`config.mk`:
```
export PLATFORM = sky130hd
export DESIGN_NAME = temp_telemetry
export DESIGN_NICKNAME = d
export VERILOG_FILES = /design/src/rtl/temp_telemetry_pkg.sv /design/src/rtl/temp_telemetry_alarm.sv /design/src/rtl/temp_telemetry.sv
export SDC_FILE = /design/constraint.sdc
export NUM_CORES = 1
export LEC_CHECK = 0
export ABC_AREA = 0
export ABC_CLOCK_PERIOD_IN_PS = 10000
export BUFFER_PORTS_ARGS = -buffer_cell sky130_fd_sc_hd__buf_2
export CORE_MARGIN = 2
export CORE_UTILIZATION = 45
export CTS_BUF_LIST = sky130_fd_sc_hd__clkbuf_4 sky130_fd_sc_hd__clkbuf_8
export CTS_CLUSTER_SIZE = 10
export DETAILED_ROUTE_END_ITERATION = 16
export PLACE_DENSITY = 0.68
export SYNTH_ARGS = -nofsm -noshare
export SYNTH_HDL_FRONTEND = slang
export SYNTH_HIERARCHICAL = 1
export SYNTH_SLANG_ARGS = --single-unit
```
`constraint.sdc`:
```
create_clock -name clk -period 10 [get_ports clk]
set_clock_uncertainty 0.15 [all_clocks]
set_input_delay 1 -clock clk [delete_from_list [all_inputs] [get_ports clk]]
set_output_delay 1 -clock clk [all_outputs]
set_load 0.03 [all_outputs]
```
`src/rtl/temp_telemetry_pkg.sv`:
```
// Shared constants, FSM state type and frame byte helper for the temperature
// telemetry reporter.
package temp_telemetry_pkg;

  localparam logic [7:0]  SOF        = 8'hA5;
  localparam int unsigned FRAME_LEN  = 6;
  localparam int unsigned FLG_ALARM  = 0;
  localparam int unsigned FLG_FORCED = 1;

  typedef enum logic [1:0] {
    IDLE,
    LOAD,
    SEND,
    NEXT
  } state_t;

  // Byte idx of a channel frame; the last byte is the mod-256 sum of the others.
  function automatic logic [7:0] frame_byte(
    input logic [2:0]  idx,
    input logic [7:0]  ch,
    input logic [15:0] t,
    input logic [7:0]  flags
  );
    logic [7:0] sum;
    sum = SOF + ch + t[15:8] + t[7:0] + flags;
    case (idx)
      3'd0:    frame_byte = SOF;
      3'd1:    frame_byte = ch;
      3'd2:    frame_byte = t[15:8];
      3'd3:    frame_byte = t[7:0];
      3'd4:    frame_byte = flags;
      default: frame_byte = sum;
    endcase
  endfunction

endpackage

```
`src/rtl/temp_telemetry_alarm.sv`:
```
// Per-channel over-temperature alarm with hysteresis on a signed DS18B20
// reading; registered every cycle.
module temp_alarm_hyst #(
  parameter logic [15:0] ALARM_HI = 16'h01E0,
  parameter logic [15:0] HYST     = 16'h0020
) (
  input  logic        clk,
  input  logic        rst_n,
  input  logic [15:0] t,
  output logic        alarm
);

  // 17-bit signed levels so the clear threshold cannot wrap.
  localparam logic signed [16:0] SET_LVL = $signed({ALARM_HI[15], ALARM_HI});
  localparam logic signed [16:0] CLR_LVL = SET_LVL - $signed({HYST[15], HYST});

  logic signed [16:0] t_ext;

  always_comb t_ext = $signed({t[15], t});

  always_ff @(posedge clk or negedge rst_n) begin
    if (!rst_n) begin
      alarm <= 1'b0;
    end else if (t_ext >= SET_LVL) begin
      alarm <= 1'b1;
    end else if (t_ext < CLR_LVL) begin
      alarm <= 1'b0;
    end
  end

endmodule

```
`src/rtl/temp_telemetry.sv`:
```
// Periodic / forced multi-channel temperature reporter: snapshots all channels
// and streams one checksummed 6-byte frame per channel over valid/ready.
module temp_telemetry
  import temp_telemetry_pkg::*;
#(
  parameter int unsigned CLK_HZ    = 50_000_000,
  parameter int unsigned PERIOD_MS = 1000,
  parameter int unsigned NUM_CH    = 1,
  parameter logic [15:0] ALARM_HI  = 16'h01E0,
  parameter logic [15:0] HYST      = 16'h0020
) (
  input  logic                  clk,
  input  logic                  rst_n,
  input  logic [16*NUM_CH-1:0]  t_data,
  input  logic                  force_send,
  input  logic                  tx_rdy,
  output logic [7:0]            tx_data,
  output logic                  tx_vld,
  output logic                  busy,
  output logic [NUM_CH-1:0]     alarm,
  output logic                  alarm_any
);

  localparam int unsigned PERIOD_CYC = CLK_HZ / 1000 * PERIOD_MS;
  localparam int unsigned CW         = (PERIOD_CYC > 1) ? $clog2(PERIOD_CYC) : 1;

  state_t                 state, state_nxt;
  logic [CW-1:0]          cnt;
  logic                   tick, trig, start, xfer, last_ch;
  logic                   pending, pend_forced, forced;
  logic [1:0]             ch;
  logic [2:0]             bidx;
  logic [16*NUM_CH-1:0]   snap;
  logic [NUM_CH-1:0]      snap_alarm;
  logic [15:0]            cur_t;
  logic                   cur_alarm;
  logic [7:0]             flags;

  for (genvar k = 0; k < NUM_CH; k++) begin : g_alarm
    temp_alarm_hyst #(
      .ALARM_HI (ALARM_HI),
      .HYST     (HYST)
    ) u_alarm (
      .clk   (clk),
      .rst_n (rst_n),
      .t     (t_data[16*k +: 16]),
      .alarm (alarm[k])
    );
  end

  always_comb alarm_any = |alarm;

  always_comb begin
    tick    = (cnt == CW'(PERIOD_CYC - 1));
    trig    = tick | force_send | pending;
    busy    = (state != IDLE);
    tx_vld  = (state == SEND);
    xfer    = tx_vld & tx_rdy;
    last_ch = (ch == 2'(NUM_CH - 1));
  end

  always_comb begin
    state_nxt = state;
    start     = 1'b0;
    case (state)
      IDLE: begin
        if (trig) begin
          state_nxt = LOAD;
          start     = 1'b1;
        end
      end
      LOAD: state_nxt = SEND;
      SEND: begin
        if (xfer && bidx == 3'(FRAME_LEN - 1)) state_nxt = NEXT;
      end
      NEXT: begin
        if (!last_ch) begin
          state_nxt = SEND;
        end else if (pending) begin
          state_nxt = LOAD;
          start     = 1'b1;
        end else begin
          state_nxt = IDLE;
        end
      end
      default: state_nxt = IDLE;
    endcase
  end

  always_comb begin
    cur_t     = '0;
    cur_alarm = 1'b0;
    for (int unsigned k = 0; k < NUM_CH; k++) begin
      if (ch == 2'(k)) begin
        cur_t     = snap[16*k +: 16];
        cur_alarm = snap_alarm[k];
      end
    end
  end

  always_comb begin
    flags             = '0;
    flags[FLG_ALARM]  = cur_alarm;
    flags[FLG_FORCED] = forced;
  end

  always_comb tx_data = tx_vld ? frame_byte(bidx, {6'b0, ch}, cur_t, flags) : '0;

  always_ff @(posedge clk or negedge rst_n) begin
    if (!rst_n) begin
      state       <= IDLE;
      cnt         <= '0;
      pending     <= 1'b0;
      pend_forced <= 1'b0;
      forced      <= 1'b0;
      ch          <= '0;
      bidx        <= '0;
      snap        <= '0;
      snap_alarm  <= '0;
    end else begin
      state <= state_nxt;
      cnt   <= tick ? '0 : cnt + 1'b1;

      // A starting report consumes every trigger present in its start cycle.
      if (start) begin
        pending     <= 1'b0;
        pend_forced <= 1'b0;
        forced      <= force_send | pend_forced;
      end else begin
        if (busy && (tick || force_send)) pending     <= 1'b1;
        if (busy && force_send)           pend_forced <= 1'b1;
        if (state_nxt == IDLE)            forced      <= 1'b0;
      end

      case (state)
        LOAD: begin
          snap       <= t_data;
          snap_alarm <= alarm;
          ch         <= '0;
          bidx       <= '0;
        end
        SEND: begin
          if (xfer && bidx != 3'(FRAME_LEN - 1)) bidx <= bidx + 1'b1;
        end
        NEXT: begin
          if (!last_ch) begin
            ch   <= ch + 1'b1;
            bidx <= '0;
          end
        end
        default: ;
      endcase
    end
  end

endmodule

```
# After elaboration in Yosys (flattened, before gate mapping)
# Index checks and enable logic that the tools add are counted.
[op_classes] eq_ne=12 n_bitwise=4 div_mod_pow=0 n_addsub=7 reduce_logical=18 multipliers=0 order_cmp=2 shifts=0 mux=27
[ops] op="8-bit case mux with 5 select lines" count=1
[ops] op="26-bit by 1-bit adder with 26-bit output, second input constant" count=1
[ops] op="26-bit equality test, second input constant" count=1
[ops] op="26-bit two-way mux" count=1
[ops] op="8-bit adder" count=2
[ops] op="16-bit by 10-bit greater-or-equal comparator with 1-bit output, second input constant" count=1
[ops] op="16-bit by 10-bit less-than comparator with 1-bit output, second input constant" count=1
[ops] op="16-bit two-way mux" count=1
[ops] op="1-bit two-way mux" count=13
[ops] op="2-bit nonzero test" count=6
[ops] op="3-bit case mux with 3 select lines" count=1
[ops] op="8-bit by 2-bit adder with 8-bit output" count=1
[ops] op="8-bit by 2-bit adder with 8-bit output, first input constant" count=1
[ops] op="2-bit two-way mux" count=4
[ops] op="8-bit two-way mux" count=1
[ops] op="2-bit case mux with 4 select lines" count=1
[ops] op="3-bit by 2-bit equality test with 1-bit output, second input constant" count=2
[ops] op="3-bit equality test, second input constant" count=2
[ops] op="2-bit zero test" count=3
[ops] op="3-bit two-way mux" count=2
[ops] op="2-bit equality test, second input constant" count=2
[ops] op="1-bit logical AND" count=4
[ops] op="2-bit case mux with 2 select lines" count=1
[ops] op="3-bit by 1-bit adder with 3-bit output, second input constant" count=1
[ops] op="14 further kinds" count=16
[totals] inputBits=20 out_inout_bits=12 mem_count=0 latchBits=0 ff_bits=54 rom_bits=0 ram_bits=0

# Logic depth before layout (Yosys ltp)
# Gate-level depths: netlist of the first run.
[depth] word_depth=8 ltp_mapped=16

# Modules after synthesis
# The synthesis of the first run kept the hierarchy.
[modules_own_cells] mod="temp_telemetry" area_per_inst_um2=3393.3 seq_area_each_um2=1326.3 instances=1 cells_per_inst=347
[modules_own_cells] mod="temp_alarm_hyst" area_per_inst_um2=56.3 seq_area_each_um2=25.0 instances=1 cells_per_inst=5

# Worst setup path before layout of the first run
# No wires, ideal clock.
[synth_timing] path_type="reg2out" startpoint="register ch[0]" endpoint="output tx_data[5]" path_stages_with_launch=17 n_path_buf=2 path_slack_ns=4.781 required_ns=8.850 arrival_time_ns=4.069 path_cell_list="dfrtp_1 -> inv_1 -> ha_1 -> clkbuf_1 -> buf_1 -> nand2_1 -> fa_1 -> fa_1 -> inv_1 -> ha_1 -> inv_1 -> fa_1 -> nor2b_1 -> o21ai_0 -> a21oi_1 -> nor2_1 -> a211oi_1"
[synth_between] elab_chain_len=7 word_cells_on_any_way=9 classes_between="4 x add/sub; 4 x mux; 1 x reduce/logical"
[synth_rtl] element="start: declaration" line="temp_telemetry.sv:31" source="logic [1:0] ch;"
[synth_rtl] element="start signal: assignment" line="temp_telemetry.sv:147" source="ch <= ch + 1'b1;"
[synth_rtl] element="parallel branches: the longest is 5 deep, another holds 8-bit by 2-bit adder with 8-bit output"
[synth_rtl] element="8-bit case mux with 5 select lines (*)" line="temp_telemetry_pkg.sv:26" source="case (idx)"
[synth_rtl] element="8-bit two-way mux (*)" line="temp_telemetry.sv:107" source="always_comb tx_data = tx_vld ? frame_byte(bidx, {6'b0, ch}, cur_t, flags) : '0;"
[synth_rtl] element="end: declaration" line="temp_telemetry.sv:17" source="output logic [7:0] tx_data,"
# Every way passes the cells marked *.

# Worst setup path in the final report of the first run
[layout_timing] startpoint="register ch[0]" endpoint="output tx_data[7]"
# The elaborated chain is that of the path after synthesis.

==> results of run 1 <==
[path summary, 6_finish.rpt]
path / end / cells after the start
min in group asynchronous: ch[1] / 2
min: cnt[6] / 1
max: tx_data[7] / 15
min reg2reg: cnt[6] / 1
max reg2reg: forced / 7
max in group asynchronous: snap[7] / 2
[sequential cells by signal (all words and copies together), names as in the netlist]
signal	cells
bidx	3
snap	16
snap_alarm	1
cnt	26
g_alarm.u_alarm/alarm	1
pending	1
ch	2
forced	1
state	2
pend_forced	1
[worst max-delay path, delay by kind of cell (launching register included)]
family,cells,cell delay (ns)
flops,1,0.41
compound gates,3,0.58
buf+inv,4,0.41
fa+ha+maj,5,2.14
simple gates,3,0.52
[layout make-up]
type	instances	area, sq um	share of cell area, %
multi-input combinational	257	1940	51.5
sequential	54	1350	36.0
timing repair buffer	32	163	4.33
tap	99	124	3.30
inverter	27	101	2.70
clock buffer	7	83.8	2.23
[logic make-up after synthesis]
family	share of synthesized area (%)
XOR/XNOR	6.35
adder cells (fa/ha/maj)	12.5
AO/OA/AOI/OAI	12.8
multiplexers	6.17
buffers and inverters	4.71
flip-flops	39.2
AND/OR/NAND/NOR	18.3
[per-layer routing]
metal | up-vias | global-route usage (%)
met1 | 1235 | 23.9
met5 | - | 0
met3 | 10 | 2.74
li1 | 1285 | -
met4 | 0 | 5.18
met2 | 43 | 28.2
[report_power, final]
group | total [uW] | internal [uW] | switching (uW)
Clock | 118 | 53.8 | 64.6
Sequential | 312 | 267 | 44.8
Combinational | 612 | 278 | 333
Total | 1040 | 599 | 443
[cell usage in the layout, fill, tap and decap left out, types with 3 or more instances in the layout]
master,synthesis,final
a211oi_1,4,4
a21o_1,3,3
a21oi_1,14,14
a221oi_1,3,3
a31oi_1,3,3
and2_1,9,9
and3_1,4,4
and4_1,4,4
buf_2,1,31
clkbuf_8,0,5
dfrtp_1,54,54
fa_1,4,4
ha_1,28,28
inv_1,26,26
mux2_2,18,18
nand2_1,25,25
nand3_1,8,8
nand4_1,4,4
nor2_1,29,29
nor2b_1,4,4
nor3_1,7,7
nor4_1,3,3
o21ai_0,10,10
o22ai_1,4,4
o31ai_1,4,4
or3_1,4,4
or4_1,3,3
xnor2_1,18,18
xor2_1,7,7
[metrics by stage]
stage | hold slack [ns] | cells | utilization, %
6_report | 0.330 | 476 | 51.3
5_1_grt | 0.356 | 476 | 51.3
4_1_cts | 0.335 | 476 | 51.3
3_5_place_dp | 0.323 | 469 | 50.1
3_3_place_gp | 0.304 | 469 | 50.1
2_1_floorplan | 0.288 | 352 | -
==> PnR_summary.wiki, run 1 <==
{| class="wikitable"
! Metric !! Value
|-
| Result of the run || complete, no violations
|-
| H-Tree Level Count || 2
|-
| Starting DRC count in detailed routing || 120
|-
| Routed wire per std cell || 13.9 um
|-
| Count of cells resized by post-cts repair || 0
|-
| Critical Path End Type || output port
|-
| Clock net sink count || 54
|-
| Biggest area contributors in the synthesized netlist || dfrtp_1, ha_1, mux2_2, xnor2_1, nor2_1
|-
| Routed length on met2 || just over 3000 um
|-
| Std-Cell Rows || 31
|-
| Average instance area after synthesis || 9.80 sq um
|-
| Vias in the first global route || 2584
|-
| Number of iterations in the first detailed-routing pass || 4
|-
| Worst-skew pair later-pin latency || approximately 0.3 ns
|-
| Layout overhead on the synthesized area || 8.96%
|-
| Setup repair after global routing missed its margin || false
|-
| Cell with the biggest individual delay on the critical path || ha_1
|-
| Top Metal Used || met4
|-
| Worst endpoint data arrival time || approximately 4.4 ns
|-
| Crit path required time || between 8 and 9 ns
|-
| Number of different library cells in the post-synthesis netlist || 56
|-
| Die area || 0.00838 sq mm
|-
| Initial cell density of the core || a little under half
|-
| Die outline height || 91.6 um
|-
| Maximum number of pins on one net before global-route repair || 55
|-
| Count of input and output buffers || 31
|-
| Instance count of the mapped netlist || roughly 350
|-
| Remaining Overflow, GRT || 0
|-
| Cell accounting for the most synthesized area || dfrtp_1
|-
| Post-CTS Repair Setup Buffers || 0
|-
| TritonCTS clock tree || yes
|-
| Initial antenna violation count || 0
|-
| Most repeated cell in the gate-level netlist after synthesis || dfrtp_1
|-
| Placeable core area || between 0.007 and 0.008 sq mm
|-
| Number of buffers added by the clock tree synthesis step || 5
|-
| PnR worst setup slack || between 4 and 5 ns
|-
| Maximum fanout count along the critical path || 23
|-
| Number of setup violations in the final report || 0
|-
| Clock transition at the register clock pins on the worst setup and hold paths after CTS || about 0.090 ns
|-
| Pins over their slew limit || 0
|-
| Commonest cells post-synth || dfrtp_1, nor2_1, ha_1
|-
| Top-level port count || 32
|-
| Startpoint kind of the worst setup timing path || flip-flop
|-
| Final period utilization || between 50% and 60%
|-
| Share of async-settable or async-resettable flops after synthesis || 100%
|-
| Time the final worst path needs with I/O delays and setup || approximately 5.5 ns
|-
| Hold crit path type || reg -> reg
|-
| Total detailed-routing wirelength || between 6000 and 7000 um
|-
| Power per cell area || between 200 and 300 mW/mm^2
|-
| Sum of met3 wire segment lengths after detailed routing || slightly below 200 um
|-
| Accumulated negative setup slack || 0 ns
|-
| Flip-flop and latch count after synthesis || 54
|-
| Number of buffers on the longest clock path || 2
|-
| Worst reg-to-reg setup slack || around 7.6 ns
|-
| Static leakage || around 0.0017 uW
|-
| Filler Cell Count || a little under 700
|-
| Post-place setup slack || between 4 and 5 ns
|-
| Worst slew margin || between 20% and 30%
|-
| Fraction of layout instances using a drive strength above 1 || roughly 18%
|-
| Cell-by-cell listing of the critical path || inv_1, ha_1, nand2_1, fa_1, fa_1, inv_1, ha_1, inv_1, fa_1, nor2b_1, o31a_1, o21ai_0, a211o_1, and4_1, buf_2
|-
| Die Span X || approximately 92 um
|-
| Peak Freq || 0.181 GHz
|-
| Final Hold Viols || 0
|-
| Number of vias after detailed routing || between 2000 and 3000
|-
| Synthesized cell area || approximately 0.0034 sq mm
|-
| IR drop worst, VDD || just under 0.1 mV
|-
| Crit-path max cell delay || around 0.63 ns
|-
| Finished layout cell area || 0.00376 sq mm
|-
| Placer's final routability congestion estimate || between 0.8 and 0.9
|-
| Hold Path Origin || cnt[6]
|-
| Number of flops mapped to enable cells by yosys || 0
|-
| # hold bufs at CTS || 0
|-
| Total global-route track usage || 17.4%
|-
| Startpoint of the worst register-to-register path || ch[0]
|-
| Number of nets still failing antenna checks after routing || 0
|-
| Slew @ Worst Pin || about 1.2 ns
|-
| # nets final || ~430
|-
| Worst Setup Path Type || reg -> out
|-
| Launching element of the worst setup path || ch[0]
|-
| Yosys synthesis warning count || 6
|-
| Antenna Diode Count || 0
|-
| Standard cell area after detailed placement || between 0.003 and 0.004 sq mm
|-
| Max-capacitance violation count || 0
|-
| Power Total || approximately 1000 uW
|-
| Most used DFF post-synth || dfrtp_1
|-
| Area share of the largest cell type after synthesis || between 30% and 40%
|-
| Number of nets produced by synthesis || around 400
|-
| Met1 WL || about 3300 um
|-
| Cell at the root of the clock tree || clkbuf_8
|-
| HPWL after detailed placement || roughly 5000 um
|-
| Per-cell via count in the routed design || about 5.4
|-
| Residual DRC || 0
|-
| Wire length of the first global-routing pass || roughly 12000 um
|-
| Fraction of the yosys area taken by sequential cells || roughly two fifths
|}
No activity file was read; power rests on OpenSTA's default activity.
==> inputs of run 2 (changes only) <==
--- a/config.mk
+++ b/config.mk
@@ -5,8 +5,8 @@
 export SDC_FILE = /design/constraint.sdc
 export NUM_CORES = 1
 export LEC_CHECK = 0
-export ABC_AREA = 0
-export ABC_CLOCK_PERIOD_IN_PS = 10000
+export ABC_AREA = 1
+export ABC_CLOCK_PERIOD_IN_PS = 5400
 export BUFFER_PORTS_ARGS = -buffer_cell sky130_fd_sc_hd__buf_2
 export CORE_MARGIN = 2
 export CORE_UTILIZATION = 45
==> constraint.sdc (replaced) <==
create_clock -name clk -period 5.4 [get_ports clk]
set_clock_uncertainty 0.15 [all_clocks]
set_input_delay 0.54 -clock clk [delete_from_list [all_inputs] [get_ports clk]]
set_output_delay 0.54 -clock clk [all_outputs]
set_load 0.03 [all_outputs]
==> run 2 against run 1 <==
Against the previous run: worst setup slack worse by 3.8 ns; sequential power up 75%; largest cell class unchanged; synthesized area grew 8.2%; critical endpoint is now tx_data[5]; routed wire length is 23% higher; register-to-register slack got worse by 4.6 ns; first-iteration DRC count rose by 54%.
==> PnR_summary.wiki, run 2 <==
{| class="wikitable"
! Metric !! Value
|-
| Result of the run || complete, no violations
|-
| Setup repair after global routing missed its margin || false
|-
| Most repeated cell in the gate-level netlist after synthesis || nand2_1
|-
| Finished layout cell area || 0.00410 sq mm (+9.1%)
|-
| # hold bufs at CTS || 0 (unchanged)
|-
| IR drop worst, VDD || 0.175 mV (+81%)
|-
| Total detailed-routing wirelength || 8170 um (+23%)
|-
| Final period utilization || 87.9%
|-
| Share of total power in sequential cells || 28.4% (-1.5 points)
|-
| Cell accounting for the most synthesized area || dfrtp_1
|-
| Crit path required time || 4.71 ns (-4.14 ns)
|-
| Power Total || 1920 uW (+85%)
|-
| Wire length of the first global-routing pass || 14100 um (+18%)
|-
| Commonest cells post-synth || nand2_1, inv_1, nor2_1
|-
| Cell at the root of the clock tree || clkbuf_8
|-
| Worst endpoint data arrival time || 4.06 ns (-0.31 ns)
|-
| Commonest cells after routing, fill and taps aside || nand2_1, inv_1, nor2_1, dfrtp_1, buf_2
|-
| Hold slack final || 0.197 ns (-0.133 ns)
|-
| Startpoint kind of the worst setup timing path || flip-flop
|-
| Number of different library cells in the post-synthesis netlist || 37 (-34%)
|-
| Synthesized cell area || 0.00373 sq mm (+8.2%)
|-
| Worst slew margin || 55.0% (+35 points)
|-
| Power dissipated by switching net loads || 878 uW (+98%)
|-
| Fraction of the yosys area taken by sequential cells || 36.2% (-3.0 points)
|-
| Net switching share of the total power || 45.7% (+3.2 points)
|-
| Maximum number of pins on one net before global-route repair || 55 (unchanged)
|-
| Power per cell area || 469 mW/mm^2 (+69%)
|-
| Initial antenna violation count || 0 (unchanged)
|-
| Max-capacitance violation count || 0 (unchanged)
|-
| Biggest area contributors in the synthesized netlist || dfrtp_1, nand2_1, ha_1, inv_1, nor2_1
|-
| Die Span X || 95.1 um (+3.8%)
|-
| Routed wire per std cell || 12.7 um (-8.9%)
|-
| Number of placed instances, taps included || 636 (+36%)
|-
| Finished Layout Cells || 644 (+35%)
|-
| Std-Cell Rows || 33 (+6.5%)
|-
| Starting DRC count in detailed routing || 185 (+54%)
|-
| Per-cell via count in the routed design || 5.11 (-5.5%)
|-
| Filler Cell Count || 817 (+18%)
|-
| Clock transition at the register clock pins on the worst setup and hold paths after CTS || 0.10 ns (about the same)
|-
| Max reg flops || 26 (unchanged)
|-
| Number of vias after detailed routing || 3289 (+28%)
|-
| Layout overhead on the synthesized area || 9.86%
|-
| Hold crit path type || in -> async
|-
| Antenna Diode Count || 0 (unchanged)
|-
| Vias in the first global route || 3196 (+24%)
|-
| Combinational cell fraction of total power || 57.4% (-1.3 points)
|-
| Number of flops mapped to enable cells by yosys || 0 (unchanged)
|-
| Count of input and output buffers || 31 (unchanged)
|-
| Initial cell density of the core || 45.9% (-1.2 points)
|-
| Die area || 0.00904 sq mm (+7.8%)
|-
| Number of buffers added by the clock tree synthesis step || 5 (unchanged)
|-
| H-Tree Level Count || 2 (unchanged)
|-
| Leading registers by flop count || cnt x26, snap x16, bidx x3
|-
| HPWL after detailed placement || 6470 um (+29%)
|-
| Placeable core area || 0.00813 sq mm (+11%)
|-
| Maximum fanout count along the critical path || 21 (-8.7%)
|-
| Slew @ Worst Pin || 0.675 ns (-0.519 ns)
|-
| Share of async-settable or async-resettable flops after synthesis || 100% (unchanged)
|-
| Yosys synthesis warning count || 6 (unchanged)
|-
| Worst Setup Path Type || reg -> out
|-
| Remaining Overflow, GRT || 0 (unchanged)
|-
| Number of iterations in the first detailed-routing pass || 5 (+1)
|-
| Post-CTS Repair Setup Buffers || 0 (unchanged)
|-
| Internal power component || 1040 uW (+74%)
|-
| Most common cell after layout, fill and taps aside || nand2_1
|-
| Average instance area after synthesis || 7.36 sq um (-25%)
|-
| Critical Path End Type || output port
|-
| Number of nets still failing antenna checks after routing || 0 (unchanged)
|-
| Time the final worst path needs with I/O delays and setup || roughly 4.7 ns
|-
| Total global-route track usage || 19.8% (+2.4 points)
|-
| Top-level port count || 32 (unchanged)
|-
| Area share of the largest cell type after synthesis || 36.2% (-3.0 points)
|-
| Biggest register || cnt
|-
| Count of cells resized by post-cts repair || 0 (unchanged)
|-
| Final Hold Viols || 0 (unchanged)
|-
| Standard cell area after detailed placement || 0.00399 sq mm (+8.5%)
|-
| Instance count of the mapped netlist || 507 (+44%)
|-
| TritonCTS clock tree || yes
|-
| Number of nets produced by synthesis || 559 (+38%)
|-
| Clock net sink count || 54 (unchanged)
|-
| Residual DRC || 0 (unchanged)
|-
| Flip-flop and latch count after synthesis || 54 (unchanged)
|-
| Placer's final routability congestion estimate || 0.946 (+14%)
|-
| Number of buffers on the longest clock path || 2 (unchanged)
|-
| # nets final || 590 (+38%)
|-
| Static leakage || 0.00214 uW (+26%)
|-
| Most used DFF post-synth || dfrtp_1
|-
| Clock share of power || 14.2% (+2.8 points)
|-
| Worst-skew pair later-pin latency || 0.31 ns (about the same)
|-
| Accumulated negative setup slack || 0 ns (unchanged)
|-
| Fraction of layout instances using a drive strength above 1 || 12.4% (-5.3 points)
|-
| Number of setup violations in the final report || 0 (unchanged)
|-
| Peak Freq || between 0.2 and 0.25 GHz
|-
| Die outline height || 95.1 um (+3.8%)
|-
| Pins over their slew limit || 0 (unchanged)
|}
run 2: changes by cell type after synthesis, sizes merged, moves of 9 or more:
cell,change
nand2,+119
mux2,-18
and2,-10
inv,+49
nor2,+37
nand3,+12
o21ai,+11
nor3,+9
xnor2,-16
run 2: cells by family after synthesis:
group	synth area share (%)
adder cells (fa/ha/maj)	11.5
flip-flops	36.2
AND/OR/NAND/NOR	30.8
buffers and inverters	8.78
AO/OA/AOI/OAI	8.65
XOR/XNOR	3.99
run 2: final timing paths:
| kind | end | slack [ns] | cells after the start | from |
|---|---|---|---|---|
| worst min register to register | snap[1] | 0.34 | 2 | snap[1] |
| max in group asynchronous | cnt[9] | 4.45 | 2 | rst_n |
| min in group clk | g_alarm[0].u_alarm/alarm | 0.25 | 2 | t_data[15] |
| worst min-delay path | cnt[18] | 0.20 | 2 | rst_n |
| worst max register to register | ch[0] | 3.00 | 5 | state[1] |
| worst max-delay path | tx_data[5] | 0.65 | 14 | ch[0] |
run 2: metrics by stage:
stage,util (%),setup WS (ns)
floorplan,-,1.00
global placement,49.0,1.11
detailed placement,49.0,1.02
CTS,50.4,0.651
global route,50.4,0.303
finish,50.4,0.653
run 2: cell type report:
cell class	count	area [sq um]	area share, %
Tap cell	105	131	3.20
Inverter	76	288	7.02
Clock buffer	5	68.8	1.68
Clock inverter	3	45.0	1.10
Sequential cell	54	1350	33.0
Multi-Input combinational cell	369	2050	50.1
Timing Repair Buffer	32	163	3.97
run 2: layer usage:
| metal | global-route usage [%] | vias up | wire length (um) |
|---|---|---|---|
| met2 | 34.8 | 77 | 4120 |
| met4 | 7.00 | 0 | 110 |
| met3 | 2.69 | 8 | 289 |
| met5 | 0 | - | 0 |
| li1 | - | 1681 | - |
| met1 | 24.8 | 1523 | 3650 |
run 2: power by group through the flow:
| stage | sequential, uW | combinational (uW) | clock, uW |
|---|---|---|---|
| floorplan | 537 | 865 | 0 |
| global placement | 554 | 1070 | 0 |
| detailed placement | 554 | 1090 | 0 |
| CTS | 546 | 1100 | 283 |
| global route | 557 | 1280 | 299 |
| finish | 547 | 1100 | 273 |
run 2: critical path, cell delays in order (launching register included):
cell and delay (ns):
dfrtp_1 0.37, inv_1 0.13, ha_1 0.58, nand2_1 0.20
fa_1 0.52, fa_1 0.48, inv_1 0.07, ha_1 0.18
inv_1 0.06, fa_1 0.41, o21ai_0 0.22, or2_2 0.14
a21oi_1 0.05, nor3_1 0.13, buf_2 0.22
